`src/rtl/hazard_unit_mc.sv`:
```
`timescale 1ns/1ps
`default_nettype none
// ============================================================================
// Module   : hazard_unit_mc
// Brief    : Pipeline hazard unit with operand forwarding, load-use stall,
//            multicycle execute FSM and a saturating stall-cycle counter.
// Revision : 1.0 - initial release
// ============================================================================
module hazard_unit_mc #(
  parameter int AW     = 4,
  parameter int NSRC   = 3,
  parameter int MC_LAT = 4,
  parameter int LD_LAT = 1
) (
  input  logic                 clk,
  input  logic                 reset,
  input  logic [NSRC*AW-1:0]   RA_D,
  input  logic [NSRC*AW-1:0]   RA_E,
  input  logic [AW-1:0]        WA_E,
  input  logic [AW-1:0]        WA_M,
  input  logic [AW-1:0]        WA_W,
  input  logic                 RegWriteE,
  input  logic                 RegWriteM,
  input  logic                 RegWriteW,
  input  logic                 MemtoRegE,
  input  logic                 PCSrcD,
  input  logic                 PCSrcE,
  input  logic                 PCSrcM,
  input  logic                 PCSrcW,
  input  logic                 BranchTakenE,
  input  logic                 MultiStartE,
  output logic [NSRC*2-1:0]    ForwardE,
  output logic                 StallF,
  output logic                 StallD,
  output logic                 StallE,
  output logic                 FlushD,
  output logic                 FlushE,
  output logic                 FlushM,
  output logic                 McBusy,
  output logic [15:0]          StallCount
);

  localparam logic [3:0] c_mc_load = 4'(MC_LAT - 2);
  localparam logic [1:0] c_ld_load = 2'(LD_LAT - 1);

  typedef enum logic [1:0] {
    S_IDLE = 2'd0,
    S_BUSY = 2'd1,
    S_DONE = 2'd2
  } state_t;

  state_t      r_state;
  logic [3:0]  r_mc_cnt;
  logic        r_mc_busy;
  logic        r_mc_stall;
  logic [1:0]  r_ld_cnt;
  logic [15:0] r_stall_cnt;

  logic [NSRC*2-1:0] w_fwd;
  logic [NSRC-1:0]   w_ld_match;
  logic              w_ld_detect;
  logic              w_ld_stall;
  logic              w_pc_pend;
  logic              w_mc_start;
  logic              w_stall_f;

  generate
    for (genvar i = 0; i < NSRC; i++) begin : g_src
      // M-stage result is newer than W-stage, so it wins on a double match
      assign w_fwd[i*2 +: 2] =
        (RegWriteM && (RA_E[i*AW +: AW] == WA_M)) ? 2'b10 :
        (RegWriteW && (RA_E[i*AW +: AW] == WA_W)) ? 2'b01 : 2'b00;
      assign w_ld_match[i] = (RA_D[i*AW +: AW] == WA_E);
    end
  endgenerate

  assign w_ld_detect = MemtoRegE && RegWriteE && (|w_ld_match);
  assign w_ld_stall  = !r_mc_stall && ((r_ld_cnt != 2'd0) || w_ld_detect);
  assign w_pc_pend   = PCSrcD || PCSrcE || PCSrcM;
  assign w_mc_start  = MultiStartE && !BranchTakenE;
  assign w_stall_f   = r_mc_stall || w_ld_stall || w_pc_pend;

  // Combinational paths are gated so every output is low while reset is held
  assign ForwardE = reset ? w_fwd : '0;
  assign StallF   = reset && w_stall_f;
  assign StallD   = reset && (r_mc_stall || w_ld_stall);
  assign StallE   = reset && r_mc_stall;
  assign FlushE   = reset && !r_mc_stall && (w_ld_stall || BranchTakenE);
  assign FlushD   = reset && !r_mc_stall && !w_ld_stall &&
                    (BranchTakenE || w_pc_pend || PCSrcW);
  assign FlushM   = reset && r_mc_stall;
  assign McBusy   = reset && r_mc_busy;
  assign StallCount = r_stall_cnt;

  always_ff @(posedge clk or negedge reset) begin
    if (!reset) begin
      r_state    <= S_IDLE;
      r_mc_cnt   <= 4'd0;
      r_mc_busy  <= 1'b0;
      r_mc_stall <= 1'b0;
    end else begin
      case (r_state)
        S_IDLE: begin
          if (w_mc_start) begin
            r_state    <= S_BUSY;
            r_mc_cnt   <= c_mc_load;
            r_mc_busy  <= 1'b1;
            r_mc_stall <= 1'b1;
          end
        end
        S_BUSY: begin
          if (r_mc_cnt == 4'd0) begin
            r_state    <= S_DONE;
            r_mc_stall <= 1'b0;
          end else begin
            r_mc_cnt <= r_mc_cnt - 4'd1;
          end
        end
        S_DONE: begin
          r_state   <= S_IDLE;
          r_mc_busy <= 1'b0;
        end
        default: begin
          r_state    <= S_IDLE;
          r_mc_busy  <= 1'b0;
          r_mc_stall <= 1'b0;
        end
      endcase
    end
  end

  // Load counter freezes under a multicycle stall; the hazard is re-seen afterwards
  always_ff @(posedge clk or negedge reset) begin
    if (!reset) begin
      r_ld_cnt <= 2'd0;
    end else if (!r_mc_stall) begin
      if (r_ld_cnt != 2'd0) begin
        r_ld_cnt <= r_ld_cnt - 2'd1;
      end else if (w_ld_detect) begin
        r_ld_cnt <= c_ld_load;
      end
    end
  end

  always_ff @(posedge clk or negedge reset) begin
    if (!reset) begin
      r_stall_cnt <= 16'd0;
    end else if (w_stall_f && (r_stall_cnt != 16'hFFFF)) begin
      r_stall_cnt <= r_stall_cnt + 16'd1;
    end
  end

endmodule
`default_nettype wire

```
`config.mk`:
```
export PLATFORM = sky130hd
export DESIGN_NAME = hazard_unit_mc
export DESIGN_NICKNAME = d
export VERILOG_FILES = /design/src/rtl/hazard_unit_mc.sv
export SDC_FILE = /design/constraint.sdc
export NUM_CORES = 1
export LEC_CHECK = 0
export CAP_MARGIN = 20
export CORE_MARGIN = 3
export CORE_UTILIZATION = 35
export CTS_CLUSTER_DIAMETER = 80
export DETAILED_ROUTE_END_ITERATION = 8
export PLACE_DENSITY = 0.79
export RECOVER_POWER = 25
export SYNTH_ARGS = -nofsm -noshare
export SYNTH_HDL_FRONTEND = slang
export SYNTH_SLANG_ARGS = --single-unit
```
`constraint.sdc`:
```
create_clock -name clk -period 4.1 [get_ports clk]
set_input_delay 0.82 -clock clk [delete_from_list [all_inputs] [get_ports clk]]
set_output_delay 0.82 -clock clk [all_outputs]
set_load 0.02 [all_outputs]
```
Yosys cells after proc, flatten, opt, wreduce, memory -nomap -nowiden

Index checks and enable logic that the tools add are counted.

$add $sub $neg: 3
Equal/unequal tests: 15
Mux-type cells: 19
Bitwise operators: 3
Reduce and logical (&&, ||, !) cells: 41

Operators with widths:

| cell                                                                  | number |
|---|---|
| 4-bit equality test                                                   | 9 |
| 1-bit logical AND                                                     | 19 |
| 16-bit by 1-bit adder with 16-bit output, second input constant       | 1 |
| 16-bit inequality test, second input constant                         | 1 |
| 2-bit 2-to-1 mux                                                      | 7 |
| 1-bit logical OR                                                      | 8 |
| 4-bit 2-to-1 mux                                                      | 2 |
| 4-bit one-hot mux with 2 select lines                                 | 1 |
| 6-bit 2-to-1 mux                                                      | 1 |
| 2-bit inequality test, second input constant                          | 3 |
| 2-bit AND reduction                                                   | 3 |
| 3-bit AND reduction                                                   | 2 |
| 2-bit nonzero test                                                    | 3 |
| 1-bit 2-to-1 mux                                                      | 5 |
| 4-bit zero test                                                       | 1 |
| 2-bit one-hot mux with 2 select lines                                 | 1 |
| 4-bit by 1-bit subtractor with 4-bit output, second input constant    | 1 |
| 1-bit zero test                                                       | 3 |
| 1-bit inverter                                                        | 3 |
| 1-bit one-hot mux with 3 select lines                                 | 1 |
| 3-bit OR reduction                                                    | 1 |
| 2-bit by 1-bit equality test with 1-bit output, second input constant | 1 |
| 2-bit equality test, second input constant                            | 1 |
| 2-bit zero test                                                       | 1 |
| other kinds (2)                                                       | 2 |

Register bits after elaboration: 26
Bits of input ports: 48
Output and inout port bits: 29
Logic and storage cells: 87

Depth between registers and ports, before layout

Word-level depth: 8
Gate-level depth with buffers: 9
Mapped depth without buffers: 7

Least setup slack after synthesis

No wires, ideal clock.

Path type: input port to output port
From: in RA_D[1]
To: out StallD
Arrival: 2.080 ns
Data required time: 3.280 ns
Setup slack: 1.200 ns
Stages: 6
Path buffers: 0
Cells stage by stage: xor2_1 > nor4_2 > o311ai_2 > nor2b_1 > and2_1 > nor2b_1

Word-level cells in the longest chain between the ends: 7

Ends and longest elaborated chain:

| what                | line | RTL |
|---|---|---|
| start, declared     | 17   | `input logic [NSRC*AW-1:0] RA_D,` |
| 4-bit equality test | 73   | `assign w_ld_match[i] = (RA_D[i*AW +: AW] == WA_E);` |
| 3-bit OR reduction  | 77   | `assign w_ld_detect = MemtoRegE && RegWriteE && (\|w_ld_match);` |
| 1-bit logical AND   | 77   |  |
| 1-bit logical OR    | 78   | `assign w_ld_stall = !r_mc_stall && ((r_ld_cnt != 2'd0) \|\| w_ld_detect);` |
| 1-bit logical AND   | 78   |  |
| 1-bit logical OR    | 86   | `assign StallD = reset && (r_mc_stall \|\| w_ld_stall);` |
| 1-bit logical AND   | 86   |  |
| end, declared       | 34   | `output logic StallD,` |

No other way between the ends.

Final worst setup path

From: in WA_E[0]
To: out FlushD

Word-level cells in the longest chain between the ends: 8
Elaborated cells on any way between the ends: 10
Those cells by class: eq/ne: 3; reduce/logical: 7

Ends and longest elaborated chain:

| what                              | line | RTL |
|---|---|---|
| start, declared                   | 19   | `input logic [AW-1:0] WA_E,` |
| 4-bit equality test               | 73   |  |
| 3-bit OR reduction *              | 77   |  |
| 1-bit logical AND *               | 77   |  |
| 1-bit logical OR *                | 78   |  |
| 1-bit logical AND *               | 78   |  |
| 1-bit zero test *                 | 89   | `assign FlushD = reset && !r_mc_stall && !w_ld_stall &&` |
| 1-bit logical AND * (2 in series) | 89   |  |
| end, declared                     | 36   | `output logic FlushD,` |

Every way passes the cells marked *; elsewhere a longest branch is shown, timed or not.

==> flow_metrics.env <==
export IMPL_diodes=0
export IMPL_power_density_nw_per_um2=399.1
export IMPL_post_dp_cell_area_um2=2571
export IMPL_layout_common_cells="clkdlybuf4s50_1 (75), xor2_1 (27), dfrtp_1 (26)"
export IMPL_syn_avg_cell_area_um2=9.938
export IMPL_grt_pass1_wl_mm=7.038
export IMPL_nNetsFinal=306
export IMPL_syn_num_nets=225
export IMPL_final_common_cell="clkdlybuf4s50_1"
export IMPL_yosysSeqAreaShare_pct=37.63
export IMPL_outcome="complete, no violations"
export IMPL_cts_path_max_buffers=2
export IMPL_tns_ns=0
export IMPL_min_path_type="flip-flop to flip-flop"
export IMPL_clkLatencyLatePin_ns=0.26
export IMPL_worst_slew_pin_slew_ns=0.7931
export IMPL_viasPerCell=4.680
export IMPL_slew_limit_headroom_pct=46.38
export IMPL_end_kind="output port"
export IMPL_drive_gt1_share_pct=6.693
export IMPL_critPathRequiredTime_ns=3.28
export IMPL_cts_buffers=3
export IMPL_die_h_um=76.29
export IMPL_ctsResizeCount=0
export IMPL_design_area_um2=2626
export IMPL_netlist_area_um2=1729
export IMPL_cts_setup_buffers=0
export IMPL_cts_root_buffer="clkbuf_8"
export IMPL_routed_wl_mm=4.068
export IMPL_gp_congestion=0.7558
export IMPL_drc=0
export IMPL_vias=1493
export IMPL_dp_cells=315
export IMPL_leakagePower_nw=1.067
export IMPL_post_place_ws_ns=0.1585
export IMPL_first_pass_iters=4
export IMPL_rsz0062_at_grt="false"
export IMPL_yosys_register_bits=26
export IMPL_io_buffer_count=76
export IMPL_final_cell_count_no_fill=319
export IMPL_rows=24
export IMPL_wire_per_inst_um=12.75
export IMPL_grt_antenna_before_repair=0
export IMPL_h_tree_depth=1
export IMPL_cp_arrival_ns=3.14
export IMPL_maxCapViolCount=0
export IMPL_ff2ff_setup_slack_ns=1.86
export IMPL_fin_crit_ns=3.959
export IMPL_drt_iter0_markers=53
export IMPL_yosysWarnings=0
export IMPL_gr_total_overflow=0
export IMPL_ir_drop_v=0.0003394
export IMPL_core_um2=4564
export IMPL_cts_hold_buf=0
export IMPL_syn_to_final_growth_pct=51.88
export IMPL_io_pins=77
export IMPL_grt_pass1_vias=1509
export IMPL_finalMaxSlewViolations=0
export IMPL_clock_skew_ns=0.001247
export IMPL_fmax_mhz=252.6
export IMPL_grt_max_degree=36
export IMPL_setup_ws_ns=0.1410
export IMPL_ant_nets=0
export IMPL_start_util_pct=37.88
export IMPL_setup_viol=0
export IMPL_hold_violations=0
export IMPL_synth_cell_types=34
export IMPL_grt_usage_pct=14.51
export IMPL_cts_tree="done"
export IMPL_dpl_hpwl_mm=3.345
export IMPL_clk_pin_slew_ns=0.08
export IMPL_syn_instance_count=174
export IMPL_crit_type="input pin to output port"
export IMPL_fillerInstances=438
export IMPL_dieWidth_um=76.29
export IMPL_path_max_fanout=3
export IMPL_post_route_period_util_pct=96.56
export IMPL_p_total_w=0.001048
export IMPL_cts_sinks=26
export IMPL_start_kind="input pin"
export IMPL_die_area_um2=5820
-- Yosys cell counts (all sizes together) --
cell	n	share of area, %
xor2	27	14
dfrtp	26	38
xnor2	25	13
nand2	15	3.3
nor4	10	4.7
and3	9	3.3
and2	8	2.9
nand3	8	3.5
nor2	7	1.5
a21oi	5	2.1
inv	5	1.1
nand4	4	1.4
ha	3	2.2
nor2b	3	1.1
and4	2	1.0
buf	2	1.1
nor3b	2	0.87
a211oi	1	0.43
a21o	1	0.43
clkbuf	1	0.22
mux2	1	0.65
mux2i	1	0.58
nand2b	1	0.36
nor3	1	0.29
nor4b	1	0.51
o21a	1	0.43
o21ai	1	0.29
o311a	1	0.58
o311ai	1	0.94
or3	1	0.36
-- registers in the layout, indices dropped and copies added (netlist names) --
register    cells
r_mc_stall      1
r_mc_busy       1
StallCount     16
r_state         2
r_ld_cnt        2
r_mc_cnt        4
-- metal layers --
layer | up-vias | wire, um | track usage (%)
met5 | - | 0 | 0
met4 | 0 | 38 | 2.355
met3 | 4 | 282 | 4.610
met2 | 44 | 2009 | 25.13
met1 | 689 | 1737 | 17.91
li1 | 756 | - | -
-- area by class of cell --
class / count / area (um^2) / area share [%]
Clock buffer: 4 / 55.05 / 2.096
Inverter: 5 / 18.77 / 0.7146
Multi-Input combinational cell: 140 / 1037 / 39.49
Sequential cell: 26 / 650.6 / 24.77
Tap cell: 65 / 81.33 / 3.097
Timing Repair Buffer: 79 / 783.3 / 29.82
-- report_power, final --
| part | internal [W] | switching [W] | total, W |
|---|---|---|---|
| sequential | 0.000333 | 0.0000780 | 0.000411 |
| combinational | 0.000254 | 0.000224 | 0.000478 |
| clock | 0.0000856 | 0.0000728 | 0.000158 |
| total | 0.000673 | 0.000375 | 0.00105 |
-- kinds of logic (layout without fill, tap and decap cells) --
| group | count (synthesis) | in the layout | synth area share (%) |
|---|---|---|---|
| and+or+nand+nor | 72 | 72 | 25.04 |
| xor gates and xnor gates | 52 | 52 | 26.34 |
| buffers and inverters | 8 | 88 | 2.388 |
| muxes | 2 | 2 | 1.230 |
| adders and majority gates | 3 | 3 | 2.171 |
| AOI/OAI and AO/OA | 11 | 11 | 5.211 |
| DFF | 26 | 26 | 37.63 |
-- stage by stage --
stage	utilization, %	hold WS (ns)
final	57.54	0.4757
after global routing	57.54	0.5024
after CTS	57.54	0.4836
after detailed placement	56.33	0.4635
after global placement	56.33	0.4605
after floorplan	-	0.4461
-- path summary, 6_finish.rpt --
check	cells past startpoint	from	endpoint
max in group asynchronous	2	reset	r_ld_cnt[1]$_DFFE_PN0P_
hold reg to reg	1	r_mc_busy$_DFFE_PN0P_	r_mc_busy$_DFFE_PN0P_
min in group asynchronous	2	reset	r_state[1]$_DFFE_PN0P_
hold / removal	1	r_mc_busy$_DFFE_PN0P_	r_mc_busy$_DFFE_PN0P_
setup reg to reg	6	StallCount[0]$_DFFE_PN0P_	StallCount[1]$_DFFE_PN0P_
setup / recovery	8	WA_E[0]	FlushD
-- worst max-delay path, stage by stage --
cell and delay [ns]:
clkdlybuf4s50_1 0.56, xor2_1 0.21, nor4_2 0.08, o311ai_2 0.33, nor2b_1 0.22, and2_1 0.17
o311a_1 0.16, clkdlybuf4s50_1 0.60
(Power assumes the default switching activity.)
